<file path="config.mk">
export PLATFORM = sky130hd
export DESIGN_NAME = toy_wb_arbiter_flat
export DESIGN_NICKNAME = d
export VERILOG_FILES = /design/src/rtl/toy_wb_arbiter_pkg.sv /design/src/rtl/toy_wb_arbiter_if.sv /design/src/rtl/toy_wb_arbiter_fifo.sv /design/src/rtl/toy_wb_arbiter.sv /design/src/flat_wrapper.sv
export SDC_FILE = /design/constraint.sdc
export NUM_CORES = 1
export LEC_CHECK = 0
export CAP_MARGIN = 20
export CORE_ASPECT_RATIO = 0.8
export CORE_MARGIN = 10
export CORE_UTILIZATION = 52
export DETAILED_ROUTE_END_ITERATION = 8
export PLACE_DENSITY_LB_ADDON = 0.1
export SYNTH_ARGS = -nofsm -noshare
export SYNTH_HDL_FRONTEND = slang
export SYNTH_SLANG_ARGS = --single-unit
</file>
<file path="constraint.sdc">
create_clock -name clk -period 3.8 [get_ports clk]
set_input_delay 0.76 -clock clk [delete_from_list [all_inputs] [get_ports clk]]
set_output_delay 0.76 -clock clk [all_outputs]
set_load 0.01 [all_outputs]
</file>
<file path="src/rtl/toy_wb_arbiter_pkg.sv">
// Shared writeback types and defaults for the toy core.
// Holds the buffered result entry layout and the arbiter defaults.
package toy_pack;

  localparam int REG_WIDTH      = 32;
  localparam int INST_IDX_WIDTH = 6;
  localparam int WB_NUM_SRC     = 3;
  localparam int WB_FIFO_DEPTH  = 4;

  typedef struct packed {
    logic                      wr_en;
    logic [4:0]                reg_index;
    logic [REG_WIDTH-1:0]      reg_val;
    logic [INST_IDX_WIDTH-1:0] inst_idx;
  } wb_entry_t;

endpackage

</file>
<file path="src/rtl/toy_wb_arbiter_if.sv">
// Execute-unit result bus: per-source fire-and-forget results plus
// src_rdy back-pressure. master = execute side, slave = arbiter.
interface toy_wb_arbiter_if #(
  parameter int NUM_SRC = toy_pack::WB_NUM_SRC
);
  import toy_pack::*;

  logic [NUM_SRC-1:0]                src_commit_en;
  logic [NUM_SRC-1:0]                src_wr_en;
  logic [NUM_SRC*5-1:0]              src_reg_index;
  logic [NUM_SRC*REG_WIDTH-1:0]      src_reg_val;
  logic [NUM_SRC*INST_IDX_WIDTH-1:0] src_inst_idx;
  logic [NUM_SRC-1:0]                src_rdy;

  modport master (
    output src_commit_en,
    output src_wr_en,
    output src_reg_index,
    output src_reg_val,
    output src_inst_idx,
    input  src_rdy
  );

  modport slave (
    input  src_commit_en,
    input  src_wr_en,
    input  src_reg_index,
    input  src_reg_val,
    input  src_inst_idx,
    output src_rdy
  );

endinterface

</file>
<file path="src/rtl/toy_wb_arbiter_fifo.sv">
// Per-source result FIFO of wb_entry_t.
// Ports: push/pop, din/dout (head), empty, full, count.
module toy_wb_fifo
  import toy_pack::*;
#(
  parameter int DEPTH = WB_FIFO_DEPTH,
  localparam int AW = $clog2(DEPTH)
) (
  input  logic        clk,
  input  logic        rst_n,
  input  logic        push,
  input  logic        pop,
  input  wb_entry_t   din,
  output wb_entry_t   dout,
  output logic        empty,
  output logic        full,
  output logic [AW:0] count
);

  wb_entry_t mem [DEPTH];
  logic [AW-1:0] wr_ptr;
  logic [AW-1:0] rd_ptr;
  logic do_push;
  logic do_pop;

  assign empty = (count == '0);
  assign full  = (count == (AW+1)'(DEPTH));
  assign dout  = mem[rd_ptr];

  // a full FIFO still accepts when its head leaves this cycle
  assign do_pop  = pop & ~empty;
  assign do_push = push & (~full | do_pop);

  always_ff @(posedge clk or negedge rst_n) begin
    if (!rst_n) begin
      wr_ptr <= '0;
      rd_ptr <= '0;
      count  <= '0;
    end else begin
      if (do_push) wr_ptr <= wr_ptr + AW'(1);
      if (do_pop)  rd_ptr <= rd_ptr + AW'(1);
      unique case ({do_push, do_pop})
        2'b10:   count <= count + (AW+1)'(1);
        2'b01:   count <= count - (AW+1)'(1);
        default: count <= count;
      endcase
    end
  end

  always_ff @(posedge clk) begin
    if (do_push) mem[wr_ptr] <= din;
  end

endmodule

</file>
<file path="src/rtl/toy_wb_arbiter.sv">
// Buffers execute-unit results per source and drains them round-robin
// into the single RF write port and commit port, one per cycle.
module toy_wb_arbiter
  import toy_pack::*;
#(
  parameter int NUM_SRC    = WB_NUM_SRC,
  parameter int FIFO_DEPTH = WB_FIFO_DEPTH
) (
  input  logic                      clk,
  input  logic                      rst_n,
  toy_wb_arbiter_if.slave           bus,
  output logic                      rf_wr_en,
  output logic [4:0]                rf_wr_index,
  output logic [REG_WIDTH-1:0]      rf_wr_val,
  output logic                      commit_en,
  output logic [INST_IDX_WIDTH-1:0] commit_inst_idx,
  output logic                      overflow_err
);

  localparam int SW = (NUM_SRC > 1) ? $clog2(NUM_SRC) : 1;
  localparam int AW = $clog2(FIFO_DEPTH);

  wb_entry_t din  [NUM_SRC];
  wb_entry_t dout [NUM_SRC];
  logic [AW:0] count [NUM_SRC];
  logic [NUM_SRC-1:0] empty;
  logic [NUM_SRC-1:0] full;
  logic [NUM_SRC-1:0] pop;

  for (genvar gi = 0; gi < NUM_SRC; gi++) begin : g_src
    assign din[gi] = '{
      wr_en:     bus.src_wr_en[gi],
      reg_index: bus.src_reg_index[gi*5 +: 5],
      reg_val:   bus.src_reg_val[gi*REG_WIDTH +: REG_WIDTH],
      inst_idx:  bus.src_inst_idx[gi*INST_IDX_WIDTH +: INST_IDX_WIDTH]
    };

    assign bus.src_rdy[gi] = (count[gi] < (AW+1)'(FIFO_DEPTH));

    toy_wb_fifo #(
      .DEPTH (FIFO_DEPTH)
    ) u_fifo (
      .clk   (clk),
      .rst_n (rst_n),
      .push  (bus.src_commit_en[gi]),
      .pop   (pop[gi]),
      .din   (din[gi]),
      .dout  (dout[gi]),
      .empty (empty[gi]),
      .full  (full[gi]),
      .count (count[gi])
    );
  end

  logic [SW-1:0] last_grant;
  logic [SW-1:0] grant;
  logic [SW-1:0] cand;
  logic          grant_valid;
  logic          ovf_now;
  wb_entry_t     head;

  // first non-empty source after the previous winner
  always_comb begin
    grant       = last_grant;
    cand        = last_grant;
    grant_valid = 1'b0;
    for (int k = 1; k <= NUM_SRC; k++) begin
      cand = SW'((int'(last_grant) + k) % NUM_SRC);
      if (!grant_valid && !empty[cand]) begin
        grant_valid = 1'b1;
        grant       = cand;
      end
    end
  end

  always_comb begin
    pop        = '0;
    pop[grant] = grant_valid;
  end

  assign head    = dout[grant];
  assign ovf_now = |(bus.src_commit_en & full & ~pop);

  always_ff @(posedge clk or negedge rst_n) begin
    if (!rst_n) begin
      last_grant      <= SW'(NUM_SRC - 1);
      rf_wr_en        <= 1'b0;
      rf_wr_index     <= '0;
      rf_wr_val       <= '0;
      commit_en       <= 1'b0;
      commit_inst_idx <= '0;
      overflow_err    <= 1'b0;
    end else begin
      commit_en <= grant_valid;
      // x0 commits but never writes
      rf_wr_en  <= grant_valid & head.wr_en & (head.reg_index != 5'd0);
      if (grant_valid) begin
        last_grant      <= grant;
        commit_inst_idx <= head.inst_idx;
        rf_wr_index     <= head.reg_index;
        rf_wr_val       <= head.reg_val;
      end
      if (ovf_now) overflow_err <= 1'b1;
    end
  end

endmodule

</file>
<file path="src/flat_wrapper.sv">
// flat-port wrapper written by rule: the top's interface ports become plain ports
module toy_wb_arbiter_flat import toy_pack::*;
#(
  parameter int NUM_SRC    = WB_NUM_SRC,
  parameter int FIFO_DEPTH = WB_FIFO_DEPTH
)
  (clk, rst_n, rf_wr_en, rf_wr_index, rf_wr_val, commit_en, commit_inst_idx, overflow_err, bus_src_commit_en, bus_src_wr_en, bus_src_reg_index, bus_src_reg_val, bus_src_inst_idx, bus_src_rdy);
  toy_wb_arbiter_if #(.NUM_SRC(NUM_SRC)) bus_i ();
  input  logic clk;
  input  logic rst_n;
  output logic rf_wr_en;
  output logic [4:0] rf_wr_index;
  output logic [REG_WIDTH-1:0] rf_wr_val;
  output logic commit_en;
  output logic [INST_IDX_WIDTH-1:0] commit_inst_idx;
  output logic overflow_err;
  input wire logic [$bits(bus_i.src_commit_en)-1:0] bus_src_commit_en;
  input wire logic [$bits(bus_i.src_wr_en)-1:0] bus_src_wr_en;
  input wire logic [$bits(bus_i.src_reg_index)-1:0] bus_src_reg_index;
  input wire logic [$bits(bus_i.src_reg_val)-1:0] bus_src_reg_val;
  input wire logic [$bits(bus_i.src_inst_idx)-1:0] bus_src_inst_idx;
  output wire logic [$bits(bus_i.src_rdy)-1:0] bus_src_rdy;
  assign bus_i.src_commit_en = bus_src_commit_en;
  assign bus_i.src_wr_en = bus_src_wr_en;
  assign bus_i.src_reg_index = bus_src_reg_index;
  assign bus_i.src_reg_val = bus_src_reg_val;
  assign bus_i.src_inst_idx = bus_src_inst_idx;
  assign bus_src_rdy = bus_i.src_rdy;
  toy_wb_arbiter #(.NUM_SRC(NUM_SRC), .FIFO_DEPTH(FIFO_DEPTH)) u_core (.clk(clk), .rst_n(rst_n), .bus(bus_i), .rf_wr_en(rf_wr_en), .rf_wr_index(rf_wr_index), .rf_wr_val(rf_wr_val), .commit_en(commit_en), .commit_inst_idx(commit_inst_idx), .overflow_err(overflow_err));
endmodule
</file>
; ---- Word-level counts from Yosys, hierarchy flattened
; Memories as Yosys holds them, arrays and structs flattened.
; Index checks and enable logic that the tools add are counted.
; W data, S select, Z words.
[totals]
register_bits = 69
ram_bits = 528
input_bits = 137
output_inout_bits = 49
elab_cells = 117
n_memories = 3
[memory_table]
columns = name, depth, width, rd, rd_ports_with_merged_regs, write_ports, line
row1 = u_core.g_src[0].u_fifo.mem, 4, 44, 1, 0, 1, toy_wb_arbiter_fifo.sv:20  ; wb_entry_t mem [DEPTH];
row2 = u_core.g_src[1].u_fifo.mem, 4, 44, 1, 0, 1, toy_wb_arbiter_fifo.sv:20
row3 = u_core.g_src[2].u_fifo.mem, 4, 44, 1, 0, 1, toy_wb_arbiter_fifo.sv:20
[classes]
n_addsub = 15
div_mod_pow = 3
n_lt_le_gt_ge = 9
eq_ne = 9
mux = 26
bitwise_logic = 22
reduce_logical = 14
[ops]
columns = operator, n
row1 = $mod A32 B3 Y32 const B, 3
row2 = $bmux W44 S2, 1
row3 = $mux W44, 2
row4 = $pmux W3 S2, 3
row5 = $mux W1, 13
row6 = $add A2 B1 Y2 const B, 6
row7 = $lt A2 B3 Y1 const B, 4
row8 = $add A3 B1 Y3 const B, 3
row9 = $and A3 B3 Y3, 3
row10 = $eq A3 B3 Y1 const B, 3
row11 = $logic_not A3 Y1, 3
row12 = $lt A3 B3 Y1 const B, 3
row13 = $sub A3 B1 Y3 const B, 3
row14 = $and A1 B1 Y1, 8
row15 = $add A2 B2 Y3 const B, 2
row16 = $bmux W1 S2, 3
row17 = $eq A2 B1 Y1 const B, 3
row18 = $eq A2 B2 Y1 const B, 3
row19 = $mux W2, 3
row20 = $not A1 Y1, 6
row21 = $reduce_bool A2 Y1, 3
row22 = $reduce_bool A5 Y1, 1
row23 = $add A2 B1 Y3 const B, 1
row24 = $ge A3 B3 Y1 const B, 1
row25 = 8 further kinds, 14

; ---- Depth between registers and ports, before layout
[logic_depth]
word_depth = 20
ltp_mapped = 16
mapped_depth_nobuf = 15

; ---- Hierarchy
; From an unflattened synthesis, not the netlist that was laid out.
[unflattened]
hier_cells = 1166
area_unflattened_um2 = 23696.5
[modules_own_cells]
columns = mod, instances, cells_per_inst, area_each_um2, seq_area_each_um2
row1 = toy_wb_fifo (u_core.g_src[1].u_fifo ...), 2, 284, 6855.3, 5460.2
row2 = toy_wb_fifo (u_core.g_src[0].u_fifo), 1, 278, 6869.1, 5460.2
row3 = toy_wb_arbiter, 1, 320, 3116.7, 1202.4

; ---- Worst setup path after synthesis
; No wires, ideal clock.
[synth_path]
path_kind = register -> register
from = register u_core.g_src[1].u_fifo.count[1]
to = memory u_core.g_src[0].u_fifo.mem[0][0] (netlist bit) (enable)
setup_ns = 0.406
arrival_time_ns = 3.658
required_time_ns = 3.394
slack_ns = -0.264
path_stages_with_launch = 11
path_buffers = 1
synth_period_minus_slack_ns = 4.064
cell_sequence = dfrtp_1 or3_1 clkbuf_1 or4_1 o21a_2 or3_4 nand2_2 inv_2 nor2_4 o21a_1 and2_1
[synth_via]
elab_chain_len = 19
word_cells_on_any_way = 29
classes_between = order compare (2) / mux (16) / bitwise (4) / reduce/logical (7)
[synth_lines]
columns = element, line
row1 = start: declaration, toy_wb_arbiter_fifo.sv:17  ; output logic [AW:0] count
row2 = start signal: assignment, toy_wb_arbiter_fifo.sv:43  ; 2'b10: count <= count + (AW+1)'(1);
row3 = start signal: assignment, toy_wb_arbiter_fifo.sv:44  ; 2'b01: count <= count - (AW+1)'(1);
row4 = start signal: assignment, toy_wb_arbiter_fifo.sv:45  ; default: count <= count;
row5 = $logic_not A3 Y1 (*), toy_wb_arbiter_fifo.sv:26  ; assign empty = (count == '0);
row6 = $bmux W1 S2, toy_wb_arbiter.sv:69  ; if (!grant_valid && !empty[cand]) begin
row7 = $mux W1 (not written as such), toy_wb_arbiter.sv:69
row8 = $logic_not A1 Y1, toy_wb_arbiter.sv:69
row9 = $logic_and A1 B1 Y1, toy_wb_arbiter.sv:69
row10 = $mux W1, toy_wb_arbiter.sv:69
row11 = $logic_not A1 Y1, toy_wb_arbiter.sv:69
row12 = $logic_and A1 B1 Y1, toy_wb_arbiter.sv:69
row13 = (+3 left out), -
row14 = $mux W1 (not written as such), toy_wb_arbiter.sv:78  ; pop[grant] = grant_valid;
row15 = $demux W1 S2, -
row16 = $and A3 B3 Y3 (no source line) (*), -
row17 = $and A1 B1 Y1 (*), toy_wb_arbiter_fifo.sv:31  ; assign do_pop = pop & ~empty;
row18 = $or A1 B1 Y1 (*), toy_wb_arbiter_fifo.sv:32  ; assign do_push = push & (~full | do_pop);
row19 = $and A1 B1 Y1 (*), toy_wb_arbiter_fifo.sv:32
row20 = $mux W1 (*), toy_wb_arbiter_fifo.sv:51  ; if (do_push) mem[wr_ptr] <= din;
row21 = $mux W1 (not written as such) (*), toy_wb_arbiter_fifo.sv:51
row22 = end: declaration, toy_wb_arbiter_fifo.sv:20
; Mark *: on every way between the ends. The rest lies on a longest branch, timed or not. The select of a mux whose other input is x is not followed.

; ---- Final worst setup path
[layout_path]
from = register u_core.last_grant[1]
to = register u_core.g_src[2].u_fifo.count[2]
[layout_via]
elab_chain_len = 20
word_cells_on_any_way = 36
classes_between = add/sub (3) / div (3) / order compare (2) / eq/ne (2) / mux (15) / bitwise (4) / reduce/logical (7)
[layout_lines]
columns = element, line
row1 = start: declaration, toy_wb_arbiter.sv:55  ; logic [SW-1:0] last_grant;
row2 = start signal: assignment, toy_wb_arbiter.sv:86  ; last_grant <= SW'(NUM_SRC - 1);
row3 = start signal: assignment, toy_wb_arbiter.sv:98  ; last_grant <= grant;
row4 = $add A2 B2 Y3, toy_wb_arbiter.sv:68  ; cand = SW'((int'(last_grant) + k) % NUM_SRC);
row5 = $mod A32 B3 Y32, toy_wb_arbiter.sv:68
row6 = $bmux W1 S2, toy_wb_arbiter.sv:69
row7 = $mux W1 (not written as such), toy_wb_arbiter.sv:69
row8 = $logic_not A1 Y1, toy_wb_arbiter.sv:69
row9 = $logic_and A1 B1 Y1, toy_wb_arbiter.sv:69
row10 = $mux W1, toy_wb_arbiter.sv:69
row11 = $logic_not A1 Y1, toy_wb_arbiter.sv:69
row12 = (+4 left out), -
row13 = $mux W1 (not written as such), toy_wb_arbiter.sv:78
row14 = $demux W1 S2, -
row15 = $and A3 B3 Y3 (no source line) (*), -
row16 = $and A1 B1 Y1 (*), toy_wb_arbiter_fifo.sv:31
row17 = $or A1 B1 Y1, toy_wb_arbiter_fifo.sv:32
row18 = $and A1 B1 Y1, toy_wb_arbiter_fifo.sv:32
row19 = $eq A2 B1 Y1 or $eq A2 B2 Y1 (tied branches), toy_wb_arbiter_fifo.sv:42  ; unique case ({do_push, do_pop})
row20 = $pmux W3 S2 or $reduce_bool A2 Y1 (tied branches), -
row21 = end signal: assignment, toy_wb_arbiter_fifo.sv:43
row22 = end signal: assignment, toy_wb_arbiter_fifo.sv:44
row23 = end signal: assignment, toy_wb_arbiter_fifo.sv:45
row24 = end: declaration, toy_wb_arbiter_fifo.sv:17
; Marks and branches as above.
; A chain may end at the register's enable or synchronous reset.

==> results.md <==
- Peak supply drop: 563.9 uV
- Routed WL per cell: 24.60 um
- Cell count after synthesis: 1,126
- Clk buf depth: 3
- Initial antenna violation count: 3
- Clock edge transition at the registers on the reported setup and hold paths: 0.06 ns
- Unique masters post-synth: 59
- Min Tclk post-route: 3.659 ns
- TritonRoute pass-1 iters: 4
- Largest net degree at the start of global routing: 70
- Clock skew: between 0.015 and 0.02 ns
- Yosys reg bits: 597
- Chip width: 255.9 um
- CTS tree: yes
- CP endpoint kind: flip-flop
- I/O pins: 186
- Setup violators final: 0
- Cell chain of the critical path: inv_1 -> ha_1 -> nand2b_1 -> or4_1 -> o21a_2 -> or3_4 -> a221oi_4 -> nand2b_1 -> fa_1 -> or4b_2 -> o211ai_1
- Num CTS Buffers: between 50 and 60
- Most frequent cells in the layout: edfxtp_1 (528), clkdlybuf4s50_1 (184), mux4_2 (132)
- Critical Path AT: about 4.2 ns
- Top cell type's share of synthesized area: between 60% and 70%
- Root buffer cell: clkbuf_16
- Initial core utilization: 52.38%
- Rows: around 70
- Syn. warnings: 0
- Crit share post-route: between 90% and 100%
- Worst setup SP type: flip-flop
- Hold Crit Class: input port to asynchronous set/reset pin
- Slew Limit Fails: 0
- Fin. Hold Viols: 0
- Die H: ~210 um
- Via count: 11,287
- Worst skew pair latency: 0.61 ns
- Fmax achieved: 0.2733 GHz
- DRC: 0
- Commonest non-fill, non-tap cell in the layout: edfxtp_1
- Global route overflow: 0
- Total power: ~25 mW
- Req. time, crit path: 4.32 ns
- Top cell by count, worst path: nand2b_1
- Setup CP Type: flip-flop to flip-flop
- Core area: about 44,000 sq um
- Die area: between 50,000 and 60,000 sq um
- 1st-iter DRT viols: 775
- CTS Hold Buffers Added: 0
- Antenna Violating Nets Remaining: 0
- DP Wirelength: 32,640 um
- Status: complete, no violations
- Count of input and output buffers: between 150 and 200
- Unrepaired setup endpoints after global routing: false
- FF-to-FF setup slack: roughly 0.14 ns
- Ys flop type: edfxtp_1
- Slew HR: 35.92%
- H-tree Lvls: 2
- DR vias/cell: 5.629
- Area Growth Syn to Fin: 20.47%
- Routability cong.: 0.7625
- Max FO, Critical Path: 6
- Synthesized area: 23,150 sq um
- LEAKAGE: 9.414 nW
- Max-Cap Viols: 0
- First-pass GRT wire length: 74,980 um
- Worst-Margin Slew: 0.9612 ns
- Fraction of layout instances using a drive strength above 1: 21.77%
- Number of global-route vias before repair: 12,052
- Slowest stage cell, crit path: or4b_2
- Synth area leaders: edfxtp_1 (68%), mux4_2 (13%), dfrtp_1 (7.3%)
- Sequential share of the synthesized area: 75.94%
- Total GRT Usage: 18.53%
- Pwr/cell area: 880.6 nW/um^2
- Clock sink count: approximately 600
- Peak per-stage delay on the critical path: 0.64 ns
- Syn nets: 1,282
- # nets final: ~1,500
- Post-Route WL: between 40,000 and 50,000 um
- Leading area contributor after synthesis: edfxtp_1
- Sum Neg Setup Slack: 0 ns
- Post-synth EDFFs: 528
- Post-Syn Area per Cell: 20.56 sq um
- FF-to-FF path depth: 11
- Async SR Flop Fraction: 11.56%
[path summary, 6_finish.rpt]
kind,start,endpoint
hold / removal,rst_n,u_core.commit_en
max in group asynchronous,rst_n,u_core.g_src[2].u_fifo.rd_ptr[1]
hold reg to reg,u_core.rf_wr_index[4],u_core.rf_wr_index[4]
setup / recovery,u_core.last_grant[1],u_core.g_src[2].u_fifo.count[2]
setup reg to reg,u_core.last_grant[1],u_core.g_src[2].u_fifo.count[2]
min in group clk,u_core.rf_wr_index[4],u_core.rf_wr_index[4]
[metal layers]
metal,vias to the layer above,part of all wire [%],track usage (%),wire length (um)
li1,5078,-,-,-
met1,5869,40,23.55,19870
met2,266,52,31.68,25790
met3,70,5.2,4.046,2566
met4,4,2.2,5.553,1073
met5,-,0.032,0,16
[cell usage after synthesis (9+ instances only)]
| library cell | number |
|---|---|
| a21oi_1 | 17 |
| a22oi_1 | 26 |
| a31oi_1 | 14 |
| and2_1 | 14 |
| buf_2 | 9 |
| clkbuf_1 | 41 |
| dfrtp_1 | 68 |
| edfxtp_1 | 528 |
| ha_1 | 16 |
| inv_1 | 21 |
| mux2_2 | 17 |
| mux2i_1 | 32 |
| mux4_2 | 132 |
| nand2_1 | 23 |
| nand3_1 | 16 |
| nor2_1 | 23 |
| o21ai_0 | 39 |
[report_power, final]
group | internal [mW] | switching (mW)
Clock | 3.04 | 2.31
Combinational | 4.40 | 4.91
Sequential | 8.97 | 0.941
Total | 16.4 | 8.16
[stage by stage]
step                      cells  util (%)  hold WS (ns)  instance area, sq um  setup WS, ns
after detailed placement   1898     59.05        0.4979                 26100        0.1658
after CTS                  2003     63.06        0.2951                 27880        0.1331
after global routing       2004     63.10        0.3358                 27890      0.004877
after floorplan            1126         -        0.4644                 23170        0.1884
final                      2005     63.11        0.2662                 27890        0.1411
after global placement     1898     59.05        0.5035                 26100        0.2348
[state kept, by name, summed over array words and instances, names as in the netlist]
name,count
u_core.commit_en,1
u_core.commit_inst_idx,6
u_core.g_src.u_fifo.count,9
u_core.g_src.u_fifo.mem,528
u_core.g_src.u_fifo.rd_ptr,6
u_core.g_src.u_fifo.wr_ptr,6
u_core.last_grant,2
u_core.overflow_err,1
u_core.rf_wr_en,1
u_core.rf_wr_index,5
u_core.rf_wr_val,32
[final cells by class]
| class | count | area, sq um |
|---|---|---|
| diodes | 1 | 2.502 |
| clock buffers | 81 | 1629 |
| clock inverters | 24 | 146.4 |
| fillers | 3093 | 16310 |
| inverters | 23 | 86.33 |
| multi-input cells | 448 | 5275 |
| flip-flops and latches | 597 | 17590 |
| well taps | 603 | 754.5 |
| repair buffers | 228 | 2410 |
[critical path: cells and delay by family (launching register included)]
kind                     cells  cell delay [ns]
AO/OA/AOI/OAI                3             0.58
adder cells (fa/ha/maj)      2             0.66
buffers and inverters        1             0.07
flip-flops                   1             0.55
AND/OR/NAND/NOR              5             1.72
[cells by family after synthesis]
group | after synthesis | synth area share [%]
flops | 597 | 75.94
mux | 181 | 15.05
compound gates | 133 | 3.772
simple gates | 105 | 2.345
buf+inv | 81 | 1.394
fa+ha+maj | 19 | 1.124
xor+xnor | 10 | 0.3783
[what timing repair did]
item                       in CTS  in global routing
setup endpoints to repair       0                  3
buffers inserted                0                  1
resized for setup               0                  2
Note: power is estimated with default switching activity, not from simulation.
